### src/rtl/fifo_rd_stream.sv
// Read-side output stage of the async FIFO (rclk domain).
// Issues read increments while there is buffer credit, captures synchronous-read
// memory data one cycle later into a 2-entry buffer, and presents a valid/ready stream.
module fifo_rd_stream #(
  parameter int unsigned DATA_WIDTH = 8
) (
  input  logic                  rclk,
  input  logic                  rst_n,
  input  logic                  empty,
  input  logic [DATA_WIDTH-1:0] rdata,
  output logic                  rinc,
  output logic                  m_valid,
  output logic [DATA_WIDTH-1:0] m_data,
  input  logic                  m_ready,
  output logic [1:0]            level
);

  logic [DATA_WIDTH-1:0] buf0_q, buf0_d;
  logic [DATA_WIDTH-1:0] buf1_q, buf1_d;
  logic [1:0]            count_q, count_d;
  logic                  inflight_q;
  logic                  pop;
  logic                  push;
  logic [2:0]            credit_use;
  logic [1:0]            count_after_pop;

  // Stream handshake and read-credit decision; m_ready -> rinc is combinational on purpose.
  always_comb begin
    pop        = (count_q != 2'd0) & m_ready;
    push       = inflight_q;
    // Words held plus the one in flight, minus the one leaving this cycle; 3 bits, no wrap.
    credit_use = {1'b0, count_q} + {2'b00, inflight_q} - {2'b00, pop};
    // Gated by rst_n so no increment leaks to the pointer logic while reset is held.
    rinc       = rst_n & ~empty & (credit_use < 3'd2);
  end

  // Buffer next state: shift on pop, then write the landing word behind what remains.
  always_comb begin
    buf0_d          = buf0_q;
    buf1_d          = buf1_q;
    count_after_pop = count_q - {1'b0, pop};
    if (pop) begin
      buf0_d = buf1_q;
    end
    if (push) begin
      if (count_after_pop == 2'd0) begin
        buf0_d = rdata;
      end else begin
        buf1_d = rdata;
      end
    end
    count_d = count_after_pop + {1'b0, push};
  end

  // State registers; asynchronous active-low reset discards buffered and in-flight words.
  always_ff @(posedge rclk or negedge rst_n) begin
    if (!rst_n) begin
      buf0_q     <= '0;
      buf1_q     <= '0;
      count_q    <= 2'd0;
      inflight_q <= 1'b0;
    end else begin
      buf0_q     <= buf0_d;
      buf1_q     <= buf1_d;
      count_q    <= count_d;
      inflight_q <= rinc;
    end
  end

  // Registered stream outputs straight from state.
  always_comb begin
    m_valid = (count_q != 2'd0);
    m_data  = buf0_q;
    level   = count_q;
  end

endmodule

### config.mk
export PLATFORM = sky130hd
export DESIGN_NAME = fifo_rd_stream
export DESIGN_NICKNAME = d
export VERILOG_FILES = /design/src/rtl/fifo_rd_stream.sv
export SDC_FILE = /design/constraint.sdc
export NUM_CORES = 1
export LEC_CHECK = 0
export CAP_MARGIN = 25
export CORE_MARGIN = 2
export CORE_UTILIZATION = 50
export DETAILED_ROUTE_END_ITERATION = 8
export HOLD_SLACK_MARGIN = 0.02
export PLACE_DENSITY = 0.78
export SLEW_MARGIN = 20
export SYNTH_ARGS = -nofsm -noshare
export SYNTH_HDL_FRONTEND = slang
export SYNTH_SLANG_ARGS = --single-unit
### constraint.sdc
create_clock -name rclk -period 5.5 [get_ports rclk]
set_input_delay 0.55 -clock rclk [delete_from_list [all_inputs] [get_ports rclk]]
set_output_delay 0.55 -clock rclk [all_outputs]
set_load 0.02 [all_outputs]
==> metrics.md, run 1 <==
| Metric | Value |
|---|---|
| Status | `finished clean` |
| Antenna violations before repair | `0` |
| CTS tree | `yes` |
| Die W | `46.6 µm` |
| Layout cell share with drive strength beyond 1 | `0.371` |
| Largest net degree at the start of global routing | `21` |
| Boundary Pins | `24` |
| Hold Path Class | `in2async` |
| Max incr delay on CP | `0.66 ns` |
| Logic pwr share | `0.496` |
| Via count | `561` |
| Critical path class | `in2out` |
| Syn_nets | `76` |
| Clk sinks | `19` |
| Total die area | `2170 µm²` |
| Worst-path fanout max | `9` |
| Top-count cell post-synth | `mux2_2` |
| Detailed-route vias per instance | `4.92` |
| Mux cell area share after synthesis | `0.298` |
| CORE AREA | `1710 µm²` |
| Most common cell on crit path | `clkdlybuf4s50_1` |
| Cell accounting for the most synthesized area | `dfrtp_1` |
| F_max | `289 MHz` |
| Hold Vio Cnt, Final | `0` |
| Clk network pwr share | `0.117` |
| Clock latency at the later pin of the worst-skew pair | `0.30 ns` |
| FP Rows | `15` |
| Ys Warns | `0` |
| Synth Flop Type | `dfrtp_1` |
| Buffers and inverters on the worst path | `2` |
| Initial Util | `0.530` |
| Gp weighted congestion | `0.755` |
| Pint | `0.000419 W` |
| Fin Setup TNS | `0 ns` |
| Mapped Area | `906 µm²` |
| NetSw | `0.000216 W` |
| CTS clock-pin slew for the worst setup and hold paths | `0.11 ns` |
| Worst-margin pin slew | `0.493 ns` |
| Worst Setup SP | `m_ready` |
| Syn Inst Count | `62` |
| Cell Pwr Density | `529 nW/µm²` |
| Avg WL per Cell | `13.2 µm` |
| Grt ovf | `0` |
| DRC | `0` |
| Number of synthesized flops with an enable pin | `0` |
| Arrival time worst endpoint | `2.91 ns` |
| Fin area | `1200 µm²` |
| Compound-gate portion of the synthesized area | `0.0249` |
| Largest family of logic cells by synthesized area | `multiplexers` |
| Critical Path, Cell by Cell | `clkdlybuf4s50_1 -> o21ai_2 -> nor2_1 -> fa_1 -> xor2_1 -> nor3_1 -> clkdlybuf4s50_1` |
| Flop pwr share | `0.386` |
| Post-route ant nets | `0` |
| DR pass1 iterations | `4` |
| Total GRT Usage | `0.157` |
| Hold-fix buffers, CTS | `0` |
| LEAKAGE | `0.523 nW` |
| Slowest CP cell | `clkdlybuf4s50_1` |
| Startpoint types | `input port` |
| Ys async rst share | `1.00` |
| Syn_area_per_cell | `14.6 µm²` |
| Worst Skew | `0.00335 ns` |
| FF-to-FF Start | `level[1]$_DFF_PN0_` |
| Area after DPL | `1160 µm²` |
| Ant. Diodes | `0` |
| Critical Path Sink Type | `primary output` |
| Synth Area in XOR/XNOR | `0.0290` |
| Relative slew slack | `0.671` |
| Area contributors post-synth | `dfrtp_1 (52%), mux2_2 (29%), fa_1 (2.2%), nor3b_4 (2.1%), o21ai_2 (1.9%)` |
| Yosys reg bits | `19` |
| Setup-failing EPs final | `0` |
| Max Cap Violations | `0` |
| Root Driver | `clkbuf_4` |
| Iter 0 DRT Violations | `6` |
| Vias in the first global route | `483` |
| Final nets | `104` |
| Tcrit/Tclk final | `0.630` |
| Register area share after synthesis | `0.525` |
| Postcts setup bufs | `0` |
| Synth Area in Simple Gates | `0.0704` |
| Min Tclk post-route | `3.46 ns` |
| Post-synth top cells | `mux2_2 (23), dfrtp_1 (19), nand2_1 (2), o21ai_2 (2), xor2_1 (2)` |
| Library cells used by synthesis | `19` |
| Detailed Place HPWL | `1040 µm` |
| Post-CTS resize count | `0` |
| Max Slew Vio Count | `0` |
| Synth Area in Adders | `0.0359` |
| Delay-heaviest family, CP | `buffers and inverters` |
| Worst EP required | `4.95 ns` |
| CTS Buf Count | `3` |
| Sw Share | `0.340` |
| Global-route wire length before repair | `2210 µm` |
| Clk buf depth | `2` |
| H-tree depth | `1` |
| RSZ-0062 raised after global routing | `no` |
| Max rail drop VDD | `0.300 mV` |
| Detailed Route WL | `1510 µm` |
| Syn-to-layout area delta | `32.6%` |
| Buffers added on ports | `23` |
| Die H | `46.6 µm` |
| Yosys top cell area share | `0.525` |
[final cells by class]
cell class,count,area (µm²)
multi-input cells,41,415
inverters,1,3.75
flip-flops and latches,19,475
fillers,123,507
clock inverters,1,7.51
clock buffers,3,22.5
well taps,25,31.3
repair buffers,24,245
[stage by stage]
step                 util  power [W]  hold slack [ns]  std cells  setup WS, ns
finish              0.703   0.000635            0.471        114          2.04
global route        0.703   0.000678            0.466        114          1.84
CTS                 0.695   0.000643            0.524        113          2.04
detailed placement  0.677   0.000566            0.494        109          2.08
global placement    0.677   0.000559            0.484        109          2.12
floorplan               -   0.000453            0.254         62          2.82
[path summary, 6_finish.rpt]
check | slack [ns] | cells past startpoint | endpoint
min | 0.47 | 1 | level[1]$_DFF_PN0_
max | 2.04 | 7 | rinc
max in group asynchronous | 4.65 | 2 | buf1_q[0]$_DFFE_PN0P_
min reg2reg | 0.51 | 1 | buf1_q[7]$_DFFE_PN0P_
max reg2reg | 3.46 | 5 | inflight_q$_DFF_PN0_
min in group rclk | 0.51 | 1 | buf1_q[7]$_DFFE_PN0P_
[registers in the layout (all words and copies together) (netlist names)]
register	cells
buf1_q	8
inflight_q	1
m_data	8
level	2
[worst register-to-register path: stages (launching register included)]
cell and delay [ns]:
dfrtp_1 0.53, o21ai_2 0.47, nor2_1 0.12, fa_1 0.42
xor2_1 0.15, nor3_1 0.26
[layout by cell type, fill, tap and decap left out, drive strengths merged]
cell type	synthesis	final
or2	1	1
dfrtp	19	19
nand3b	1	1
xnor2	1	1
clkdlybuf4s50	0	23
nor3	1	1
clkbuf	0	3
nor3b	1	1
ha	1	1
mux2	24	24
inv	1	1
buf	1	1
nand2b	1	1
nor2b	1	1
o21ai	3	3
nor2	1	1
fa	1	1
nand2	2	2
xor2	2	2
clkinvlp	0	1
[cells by family after synthesis]
family	count (synthesis)
compound gates	3
xor+xnor	3
fa+ha+maj	2
buf+inv	2
flops	19
mux	24
simple gates	9
[per-layer routing]
metal / GRT usage / vias to the layer above / routed length [µm]
li1: - / 271 / -
met1: 0.191 / 272 / 644
met2: 0.242 / 16 / 750
met3: 0.0902 / 2 / 99
met4: 0.0343 / 0 / 12
met5: 0 / - / 0
[power by group through the flow]
stage           clock, W  combinational, W  sequential, W
2_1_floorplan          0          0.000173       0.000280
3_3_place_gp           0          0.000311       0.000248
3_5_place_dp           0          0.000318       0.000248
4_1_cts        0.0000784          0.000319       0.000246
5_1_grt        0.0000845          0.000339       0.000254
6_report       0.0000745          0.000315       0.000245
Power figures use the tool's default switching activity.
==> inputs of run 2 (changes only) <==
- CORE_UTILIZATION: 50 -> 42
- PLACE_DENSITY: 0.78 -> 0.69
- clock period: 5.5 -> 3.16 ns (I/O delays scaled with it)
==> run 2 against run 1 <==
- sequential power is 75% higher
- count of clock-buffer cells in the layout stayed put
- core utilization is 10 points lower
- clock skew is 0.0063 ns higher
- sequential share of layout area is 0.082 points lower
- first-iteration DRC count is 50% lower
- final area is 0.21% higher
- register-to-register slack worse by 2.0 ns
- flip-flop and latch count stayed put
- critical path depth stayed put
- combinational power is 76% higher
- non-clock buffer count is 1 higher
- largest cell class unchanged
==> metrics.md, run 2 (synthesis results as in run 1) <==
| Metric | Value |
|---|---|
| Status | `finished clean` |
| Worst Setup SP | `m_ready` |
| Post-CTS resize count | `0` |
| Tot Pwr | `0.00111 W` |
| Setup-failing EPs final | `0` |
| Fin util | `0.601` |
| Clock latency at the later pin of the worst-skew pair | `0.30 ns` |
| R2R Path End | `inflight_q$_DFF_PN0_` |
| Commonest non-fill, non-tap cells in the layout | `mux2_2 (23), clkdlybuf4s50_1 (23), dfrtp_1 (19), clkbuf_4 (3)` |
| FP Rows | `16` |
| DR pass1 iterations | `3` |
| Critical Path Sink Type | `primary output` |
| Postcts setup bufs | `0` |
| Worst Setup EP | `rinc` |
| Boundary Pins | `24` |
| Fillers | `169` |
| Hold Vio Cnt, Final | `0` |
| Final nets | `105` |
| Post-route ant nets | `0` |
| Worst Skew | `0.00962 ns` |
| Area occupied by multi-input gates | `415 µm²` |
| CORE AREA | `2000 µm²` |
| Min Tclk post-route | `2.88 ns` |
| R2R depth | `5` |
| Syn-to-layout area delta | `32.9%` |
| Buffers added on ports | `23` |
| Arrival time worst endpoint | `2.56 ns` |
| Max incr delay on CP | `0.65 ns` |
| Reg2reg setup slack | `1.45 ns` |
| CTS tree | `yes` |
| Initial Util | `0.453` |
| Critical Path, Cell by Cell | `clkdlybuf4s50_1 -> xor2_1 -> nand2_1 -> fa_1 -> xor2_1 -> nor3_1 -> clkdlybuf4s50_1` |
| Hold-fix buffers, CTS | `0` |
| LEAKAGE | `0.525 nW` |
| CTS Buf Count | `3` |
| Ant. Diodes | `0` |
| Global-route wire length before repair | `2620 µm` |
| Layout cell share with drive strength beyond 1 | `0.378` |
| Fin Setup TNS | `0 ns` |
| Die W | `50.4 µm` |
| Detailed Place HPWL | `1080 µm` |
| Startpoint types | `input port` |
| Detailed Route WL | `1490 µm` |
| Max Slew Vio Count | `0` |
| Detailed-route vias per instance | `4.88` |
| Worst-path fanout max | `5` |
| FF-to-FF Start | `level[1]$_DFF_PN0_` |
| Total GRT Usage | `0.142` |
| Relative slew slack | `0.682` |
| DP Worst Slack | `0.303 ns` |
| Max rail drop VDD | `0.439 mV` |
| Gp weighted congestion | `0.695` |
| DRC | `0` |
| Avg WL per Cell | `12.8 µm` |
| RSZ-0062 raised after global routing | `no` |
| Via count | `571` |
| Root Driver | `clkbuf_4` |
| Register area | `475 µm²` |
| Clk buf depth | `2` |
| Worst EP required | `2.84 ns` |
| Critical path class | `in2out` |
| Largest net degree at the start of global routing | `20` |
| Total die area | `2540 µm²` |
| Slowest CP cell | `clkdlybuf4s50_1` |
| Grt ovf | `0` |
| F_max | `347 MHz` |
| CTS clock-pin slew for the worst setup and hold paths | `0.12 ns` |
| Max Cap Violations | `0` |
| Die H | `50.4 µm` |
| Cell Pwr Density | `921 nW/µm²` |
| Clk sinks | `19` |
| Vias in the first global route | `578` |
| Setup slack after layout | `0.280 ns` |
| Antenna violations before repair | `0` |
| Iter 0 DRT Violations | `3` |
| Worst-margin pin slew | `0.476 ns` |
| Tcrit/Tclk final | `0.911` |
| H-tree depth | `1` |
| Hold Path Class | `in2async` |
[run 2: cell count changes in the layout (fill, tap and decap cells not counted), sizes merged]
| cell | before | now |
|---|---|---|
| buf | 1 | 2 |
[run 2: layer usage]
layer	global-route usage	routed length (µm)
met5	0	0
met4	0.0541	27
met3	0.0625	98
met2	0.228	739
met1	0.168	627
[run 2: critical path: cells and delay by family]
kind                       cells  cell delay, ns
buffers and inverters          2            1.23
xor gates and xnor gates       2            0.31
adders and majority gates      1            0.38
and+or+nand+nor                2            0.34
[run 2: metrics by stage]
step | std cells | hold slack [ns] | instance area, µm²
floorplan | 62 | 0.0204 | 906
global placement | 113 | 0.485 | 1170
detailed placement | 113 | 0.491 | 1170
CTS | 117 | 0.363 | 1200
global route | 117 | 0.375 | 1200
finish | 117 | 0.362 | 1200
[run 2: layout make-up]
cell class	instances	share of cell area
clock buffer	3	0.0187
clock inverter	1	0.00624
inverter	1	0.00312
multi-input combinational	41	0.345
sequential	19	0.395
tap	27	0.0281
timing repair buffer	25	0.204
[run 2: how the worst min path moves through the flow]
| stage | to | slack [ns] | cells after the start |
|---|---|---|---|
| finish | buf1_q[1]$_DFFE_PN0P_ | 0.36 | 2 |
| CTS | level[0]$_DFF_PN0_ | 0.36 | 2 |
| floorplan | buf1_q[0]$_DFFE_PN0P_ | 0.02 | 0 |
| global route | level[0]$_DFF_PN0_ | 0.38 | 2 |
| global placement | buf1_q[3]$_DFFE_PN0P_ | 0.48 | 1 |
| detailed placement | buf1_q[7]$_DFFE_PN0P_ | 0.49 | 1 |
[run 2: power by group]
group	internal [W]	switching, W	leakage [nW]
logic	0.000329	0.000225	0.274
clock network	0.0000483	0.0000780	0.0139
registers	0.000356	0.0000720	0.237
